**config.mk**
```make
export PLATFORM = sky130hd
export DESIGN_NAME = spi_slave_rx
export DESIGN_NICKNAME = d
export VERILOG_FILES = /design/src/rtl/spi_slave_rx_pkg.sv /design/src/rtl/spi_slave_rx_sync_ff.sv /design/src/rtl/spi_slave_rx.sv
export SDC_FILE = /design/constraint.sdc
export NUM_CORES = 1
export LEC_CHECK = 0
export BUFFER_PORTS_ARGS = -buffer_cell sky130_fd_sc_hd__buf_2
export CAP_MARGIN = 20
export CORE_MARGIN = 1.5
export CORE_UTILIZATION = 59
export DETAILED_ROUTE_END_ITERATION = 10
export PLACE_DENSITY = 0.83
export SLEW_MARGIN = 20
export SYNTH_ARGS = -nofsm -noshare
export SYNTH_HDL_FRONTEND = slang
export SYNTH_HIERARCHICAL = 1
export SYNTH_SLANG_ARGS = --single-unit
```
**constraint.sdc**
```tcl
create_clock -name clk_in -period 3.2 [get_ports clk_in]
set_input_delay 0.16 -clock clk_in [delete_from_list [all_inputs] [get_ports clk_in]]
set_output_delay 0.16 -clock clk_in [all_outputs]
set_load 0.05 [all_outputs]
```
**src/rtl/spi_slave_rx_pkg.sv**
```systemverilog
// Shared constants and state encoding for the SPI mode-0 slave receive front end.
package spi_slave_rx_pkg;
  localparam int SPI_BITS = 8;
  localparam int CNT_W    = $clog2(SPI_BITS);

  typedef enum logic {
    ST_IDLE   = 1'b0,
    ST_ACTIVE = 1'b1
  } state_t;
endpackage

```
**src/rtl/spi_slave_rx_sync_ff.sv**
```systemverilog
// Multi-flop synchroniser for one asynchronous pad input, with a selectable reset level.
module sync_ff #(
  parameter int   STAGES    = 2,
  parameter logic RESET_VAL = 1'b0
) (
  input  logic clk_in,
  input  logic reset_n_in,
  input  logic i_d,
  output logic o_q
);

  logic [STAGES-1:0] r_sync;

  always_ff @(posedge clk_in or negedge reset_n_in) begin
    if (!reset_n_in) begin
      r_sync <= {STAGES{RESET_VAL}};
    end else begin
      r_sync <= {r_sync[STAGES-2:0], i_d};
    end
  end

  assign o_q = r_sync[STAGES-1];

endmodule

```
**src/rtl/spi_slave_rx.sv**
```systemverilog
// SPI mode-0 slave: synchronises SCK/CS_N/MOSI into clk_in, deserialises MOSI bytes
// and shifts a reply byte out on MISO. SCK is only ever sampled as data.
module spi_slave_rx
  import spi_slave_rx_pkg::*;
#(
  parameter int SYNC_STAGES = 2,
  parameter bit MSB_FIRST   = 1'b1
) (
  input  logic                clk_in,
  input  logic                reset_n_in,
  input  logic                spi_sck_in,
  input  logic                spi_cs_n_in,
  input  logic                spi_mosi_in,
  output logic                spi_miso_out,
  input  logic [SPI_BITS-1:0] tx_data_in,
  output logic [SPI_BITS-1:0] data_out,
  output logic                data_valid_out,
  output logic                transaction_valid_out
);

  logic w_sck_sync, w_cs_n_sync, w_mosi_sync;

  sync_ff #(.STAGES(SYNC_STAGES), .RESET_VAL(1'b0)) u_sync_sck (
    .clk_in(clk_in), .reset_n_in(reset_n_in), .i_d(spi_sck_in),  .o_q(w_sck_sync));
  sync_ff #(.STAGES(SYNC_STAGES), .RESET_VAL(1'b1)) u_sync_cs (
    .clk_in(clk_in), .reset_n_in(reset_n_in), .i_d(spi_cs_n_in), .o_q(w_cs_n_sync));
  sync_ff #(.STAGES(SYNC_STAGES), .RESET_VAL(1'b0)) u_sync_mosi (
    .clk_in(clk_in), .reset_n_in(reset_n_in), .i_d(spi_mosi_in), .o_q(w_mosi_sync));

  // All three lines get the same extra stage so MOSI stays aligned with SCK.
  logic r_sck_s, r_cs_n_s, r_mosi_s, r_sck_prev, r_cs_n_prev;

  always_ff @(posedge clk_in or negedge reset_n_in) begin
    if (!reset_n_in) begin
      r_sck_s     <= 1'b0;
      r_cs_n_s    <= 1'b1;
      r_mosi_s    <= 1'b0;
      r_sck_prev  <= 1'b0;
      r_cs_n_prev <= 1'b1;
    end else begin
      r_sck_s     <= w_sck_sync;
      r_cs_n_s    <= w_cs_n_sync;
      r_mosi_s    <= w_mosi_sync;
      r_sck_prev  <= r_sck_s;
      r_cs_n_prev <= r_cs_n_s;
    end
  end

  logic w_sck_rise, w_sck_fall, w_cs_rise, w_cs_fall;
  assign w_sck_rise =  r_sck_s  & ~r_sck_prev;
  assign w_sck_fall = ~r_sck_s  &  r_sck_prev;
  assign w_cs_rise  =  r_cs_n_s & ~r_cs_n_prev;
  assign w_cs_fall  = ~r_cs_n_s &  r_cs_n_prev;

  state_t               r_state, w_state_next;
  logic [CNT_W-1:0]     r_bit_cnt;
  logic [SPI_BITS-1:0]  r_rx_shift, r_tx_shift, r_data;
  logic                 r_dvalid, r_tvalid;
  logic                 w_clr_cnt, w_load_tx, w_shift_rx, w_shift_tx;

  always_ff @(posedge clk_in or negedge reset_n_in) begin
    if (!reset_n_in) begin
      r_state <= ST_IDLE;
    end else begin
      r_state <= w_state_next;
    end
  end

  // A CS rise takes priority over any SCK edge seen in the same cycle.
  always_comb begin
    w_state_next = r_state;
    w_clr_cnt    = 1'b0;
    w_load_tx    = 1'b0;
    w_shift_rx   = 1'b0;
    w_shift_tx   = 1'b0;
    case (r_state)
      ST_IDLE: begin
        if (w_cs_fall) begin
          w_state_next = ST_ACTIVE;
          w_clr_cnt    = 1'b1;
          w_load_tx    = 1'b1;
        end
      end
      ST_ACTIVE: begin
        if (w_cs_rise) begin
          w_state_next = ST_IDLE;
          w_clr_cnt    = 1'b1;
        end else begin
          w_shift_rx = w_sck_rise;
          if (w_sck_fall) begin
            if (r_bit_cnt == '0) w_load_tx  = 1'b1;
            else                 w_shift_tx = 1'b1;
          end
        end
      end
      default: w_state_next = ST_IDLE;
    endcase
  end

  logic [SPI_BITS-1:0] w_rx_next, w_tx_next;
  logic                w_tx_bit;
  assign w_rx_next = MSB_FIRST ? {r_rx_shift[SPI_BITS-2:0], r_mosi_s}
                               : {r_mosi_s, r_rx_shift[SPI_BITS-1:1]};
  assign w_tx_next = MSB_FIRST ? {r_tx_shift[SPI_BITS-2:0], 1'b0}
                               : {1'b0, r_tx_shift[SPI_BITS-1:1]};
  assign w_tx_bit  = MSB_FIRST ? r_tx_shift[SPI_BITS-1] : r_tx_shift[0];

  always_ff @(posedge clk_in or negedge reset_n_in) begin
    if (!reset_n_in) begin
      r_bit_cnt  <= '0;
      r_rx_shift <= '0;
      r_tx_shift <= '0;
      r_data     <= '0;
      r_dvalid   <= 1'b0;
      r_tvalid   <= 1'b0;
    end else begin
      r_dvalid <= 1'b0;
      r_tvalid <= ~r_cs_n_s;
      if (w_clr_cnt) begin
        r_bit_cnt <= '0;
      end else if (w_shift_rx) begin
        r_bit_cnt  <= r_bit_cnt + 1'b1;
        r_rx_shift <= w_rx_next;
        if (r_bit_cnt == CNT_W'(SPI_BITS - 1)) begin
          r_data   <= w_rx_next;
          r_dvalid <= 1'b1;
        end
      end
      if (w_load_tx)       r_tx_shift <= tx_data_in;
      else if (w_shift_tx) r_tx_shift <= w_tx_next;
    end
  end

  assign spi_miso_out          = (r_state == ST_ACTIVE) ? w_tx_bit : 1'b0;
  assign data_out              = r_data;
  assign data_valid_out        = r_dvalid;
  assign transaction_valid_out = r_tvalid;

endmodule

```
==> results.md <==
Critical path:
- In this run the worst path has a maximum fanout of 11.
- The source of the worst register-to-register timing path is r_cs_n_s$_DFF_PN1_.
- STA classifies the critical path startpoint as a register.
- The highest-delay cell along the critical path is nor2b_1.
- At the worst endpoint, the required time is 3.42 ns.
- The kind of capture point of the worst setup path is a register.
- The kind of critical path is register to register.
- Traced cell by cell, the critical path runs through nor2b_1, o41ai_4, a221o_1.
- The reg-to-reg critical path endpoint is r_tx_shift[1]$_DFFE_PN0P_.
- The worst path arrival time is approximately 2.4 ns.
- The worst-case register-to-register setup slack is 1.04 ns.
- The peak per-stage delay on the critical path is 0.77 ns.
- The logic depth of the worst register-to-register path is 3.

STA:
- The final hold violation count is 0.
- Of the available clock period, the critical path in the final layout requires 0.676.
- The fmax is 0.462 GHz.
- After layout, the minimum clock period comes to 2.16 ns.
- The slew at the pin closest to its max-slew limit is around 0.95 ns.
- Setup violations remaining at the end of the flow were counted as 0.
- Measured against its own limit, the worst slew margin works out to 0.365.
- Setup repair after global routing left no endpoint under its margin.
- In the final timing run, aggregate negative setup slack is 0 ns.
- The max-slew violation total from the final report is 0.
- The setup clock skew after layout is between 0.01 and 0.015 ns.

Clocking:
- The tree built by TritonCTS fans out to 40 sinks.
- The maximum clock path buffer count is 2.
- The H-tree was split into 2 levels.
- The total clock buffers created by CTS is 5.
- The clock latency at the later pin of the worst-skew pair is between 0.3 and 0.4 ns.
- TritonCTS built the clock tree.
- Clock tree synthesis selected as its root buffer the cell clkbuf_4.
- The post-CTS clock slew at the launch and capture registers of the worst setup and hold paths is between 0.1 and 0.15 ns.
- In this run, post-CTS repair resized a total of 0 instances.

Global routing:
- Entering global routing, the biggest net connects 41 pins.
- The overall track demand over capacity in global routing is 0.200.
- The first global-routing pass estimated 4.63 mm of wire.
- The aggregate global routing overflow is 0.
- The number of global-route vias before repair is about 1,000.
- The initial antenna violation count came to 0.

Yosys:
- The synthesis-stage register bit count is 40.
- Of the synthesized area, sequential elements account for 0.622.
- The mean cell area of the mapped netlist is 15.4 µm².
- Synthesis handed over a netlist of ~110 instances.
- The warning count from the yosys run is 6.
- The total nets after synthesis is around 120.
- The synthesized netlist occupies a cell area of 0.00162 mm².
- The number of unique standard cell types used by synthesis is 28.

Final layout:
- For this run, the post-layout net count is 151.
- Once layout is complete, the cells apart from fillers number 166.
- The post-route core utilization is 0.729.
- Compared with the post-synthesis result, the final layout area differs by 14.6%.
- The filler cells instantiated in the layout total 170.
- In the final layout, the share of cells above drive strength 1 is 0.404.
- The repair_antennas step left the layout with diodes totalling 0.

Min path:
- The end point of the most critical hold path is r_tx_shift[7]$_DFFE_PN0P_.
- The hold path depth is 2.
- The startpoint identified for the worst hold timing path is tx_data_in[7].
- The type of the tightest min-delay check is input port to register.

Placed design:
- The final RePlAce weighted congestion is approximately 0.77.
- In this run the tool buffered the top-level ports with 23 buffer cells.
- Once detailed placement completed, the half-perimeter wirelength came to 1.76 mm.
- The total placed cells including tap cells is roughly 150.

Detailed routing:
- For this block, the routed nets add up to between 2 and 3 mm of wire.
- The number of nets with antenna violations after detailed routing is 0.
- The remaining routing DRC violations is 0.
- The final route contains between 900 and 1,000 vias.
- The first detailed-routing pass ran for 4 iterations.
- The average via count per standard cell is 5.96.
- The detailed router finished its first iteration with 21 violations.
- In the final routed layout, each cell accounts on average for 16.1 µm.

Status:
- The flow ran to the end, and the final reports show no timing, DRC or antenna violations.

Floorplan:
- Row generation in the floorplan step produced 18 rows.
- The die outline width is 55.4 µm.
- The region available for standard cell placement spans roughly 0.0025 mm².
- The starting density of the core is 0.636.
- The die area is 0.00307 mm².
- The height of the die is 55.4 µm.
- The number of top-level pins is 24.

Power and ir drop:
- For this design the ratio of total power to cell area is 593 mW/mm².
- The worst voltage drop across the vdd grid is between 0.5 and 0.6 mV.
- For this design the static power due to leakage is 0.000944 µW.

Flow run:
- The reported max-cap violation count is 0.
[power by group]
part / switching, µW / internal [µW] / leakage [µW]
logic: 74.1 / 83.7 / 0.000397
registers: 43.7 / 574 / 0.000504
clock network: 160 / 164 / 0.0000422
total: 277 / 822 / 0.000944
[state kept, by name, summed over array words and instances, names as in the netlist, 2 cells and up]
| signal | cells |
|---|---|
| data_out | 8 |
| r_bit_cnt | 3 |
| r_rx_shift | 7 |
| r_tx_shift | 8 |
| u_sync_cs/r_sync | 2 |
| u_sync_mosi/r_sync | 2 |
| u_sync_sck/r_sync | 2 |
[cell families (layout without fill, tap and decap cells)]
| kind of cell | after synthesis | after routing | synth area share |
|---|---|---|---|
| flops | 40 | 40 | 0.622 |
| compound gates | 19 | 19 | 0.123 |
| mux | 17 | 17 | 0.121 |
| simple gates | 17 | 17 | 0.0797 |
| buf+inv | 9 | 40 | 0.0317 |
| fa+ha+maj | 3 | 3 | 0.0232 |
[layer usage]
layer | wire length, µm | track usage | vias to the layer above
li1 | - | - | 456
met1 | 1150 | 0.244 | 499
met2 | 1360 | 0.321 | 25
met3 | 104 | 0.0632 | 9
met4 | 62 | 0.0976 | 0
met5 | 0 | 0 | -
[worst max-delay path, delay by kind of cell, from the launching register on]
family	cells	cell delay [ns]
AO/OA/AOI/OAI	2	0.68
flip-flops	1	0.59
AND/OR/NAND/NOR	1	0.77
[cells in the mapped netlist, drive strengths merged]
cell type   n  area [µm²]
a21oi       1        5.00
a221o       7        70.1
a31oi       1        6.26
a32o        1        10.0
and2        2        12.5
and3        2        12.5
and4        1        8.76
buf         4        32.5
dfrtp      36         901
dfstp       4         105
ha          3        37.5
inv         5        18.8
mux2       17         195
nand2b      3        18.8
nand3       1        5.00
nand3b      1        7.51
nand4       1        6.26
nor2        1        3.75
nor2b       2        12.5
nor4b       1        23.8
o211a       1        10.0
o311a       7        70.1
o41ai       1        27.5
or3         1        6.26
or3b        1        11.3
[how the worst max path moves through the flow]
stage                                      to             startpoint  depth (start not counted)  slack [ns]
finish              r_tx_shift[1]$_DFFE_PN0P_     r_cs_n_s$_DFF_PN1_                          3        1.04
global route        r_tx_shift[1]$_DFFE_PN0P_     r_cs_n_s$_DFF_PN1_                          3        0.93
CTS                 r_tx_shift[1]$_DFFE_PN0P_     r_cs_n_s$_DFF_PN1_                          3        1.10
detailed placement  r_tx_shift[6]$_DFFE_PN0P_     r_cs_n_s$_DFF_PN1_                          3        1.11
global placement    r_tx_shift[6]$_DFFE_PN0P_     r_cs_n_s$_DFF_PN1_                          3        1.25
floorplan            r_bit_cnt[1]$_DFFE_PN0P_  r_cs_n_prev$_DFF_PN1_                          4        1.61
[metrics by stage]
| step | worst slack (ns) | power (µW) | instance area (µm²) | hold WS [ns] |
|---|---|---|---|---|
| final | 1.04 | 1100 | 1850 | 0.0326 |
| after global routing | 0.929 | 1150 | 1850 | 0.0270 |
| after CTS | 1.10 | 1110 | 1850 | 0.0266 |
| after detailed placement | 1.11 | 782 | 1740 | 0.267 |
| after global placement | 1.25 | 769 | 1740 | 0.265 |
| after floorplan | 1.61 | 737 | 1620 | -0.136 |
[cell usage in the layout, fill, tap and decap left out, drive strengths merged]
master	netlist	layout
dfrtp	36	36
buf	4	23
mux2	17	17
o311a	7	7
a221o	7	7
clkbuf	0	6
inv	5	5
dlygate4sd3	0	4
dfstp	4	4
nand2b	3	3
ha	3	3
and2	2	2
nor2b	2	2
and3	2	2
nand4	1	1
a21oi	1	1
nor2	1	1
or3	1	1
or3b	1	1
o41ai	1	1
a32o	1	1
nand3b	1	1
nand3	1	1
a31oi	1	1
and4	1	1
o211a	1	1
nor4b	1	1
clkinv	0	1
bufinv	0	1
[timing repair]
item                                   in CTS  in global routing
hold buffers                                4                  0
buffers inserted                            0                  0
endpoints found under the hold margin      39                  0
[final cells by class]
type	instances	area [µm²]	share of cell area
multi-input combinational	56	561	0.302
clock buffer	6	41.3	0.0223
sequential	40	1010	0.543
tap	30	37.5	0.0202
clock inverter	2	35.0	0.0189
timing repair buffer	27	155	0.0837
inverter	5	18.8	0.0101
(Power assumes the default switching activity.)
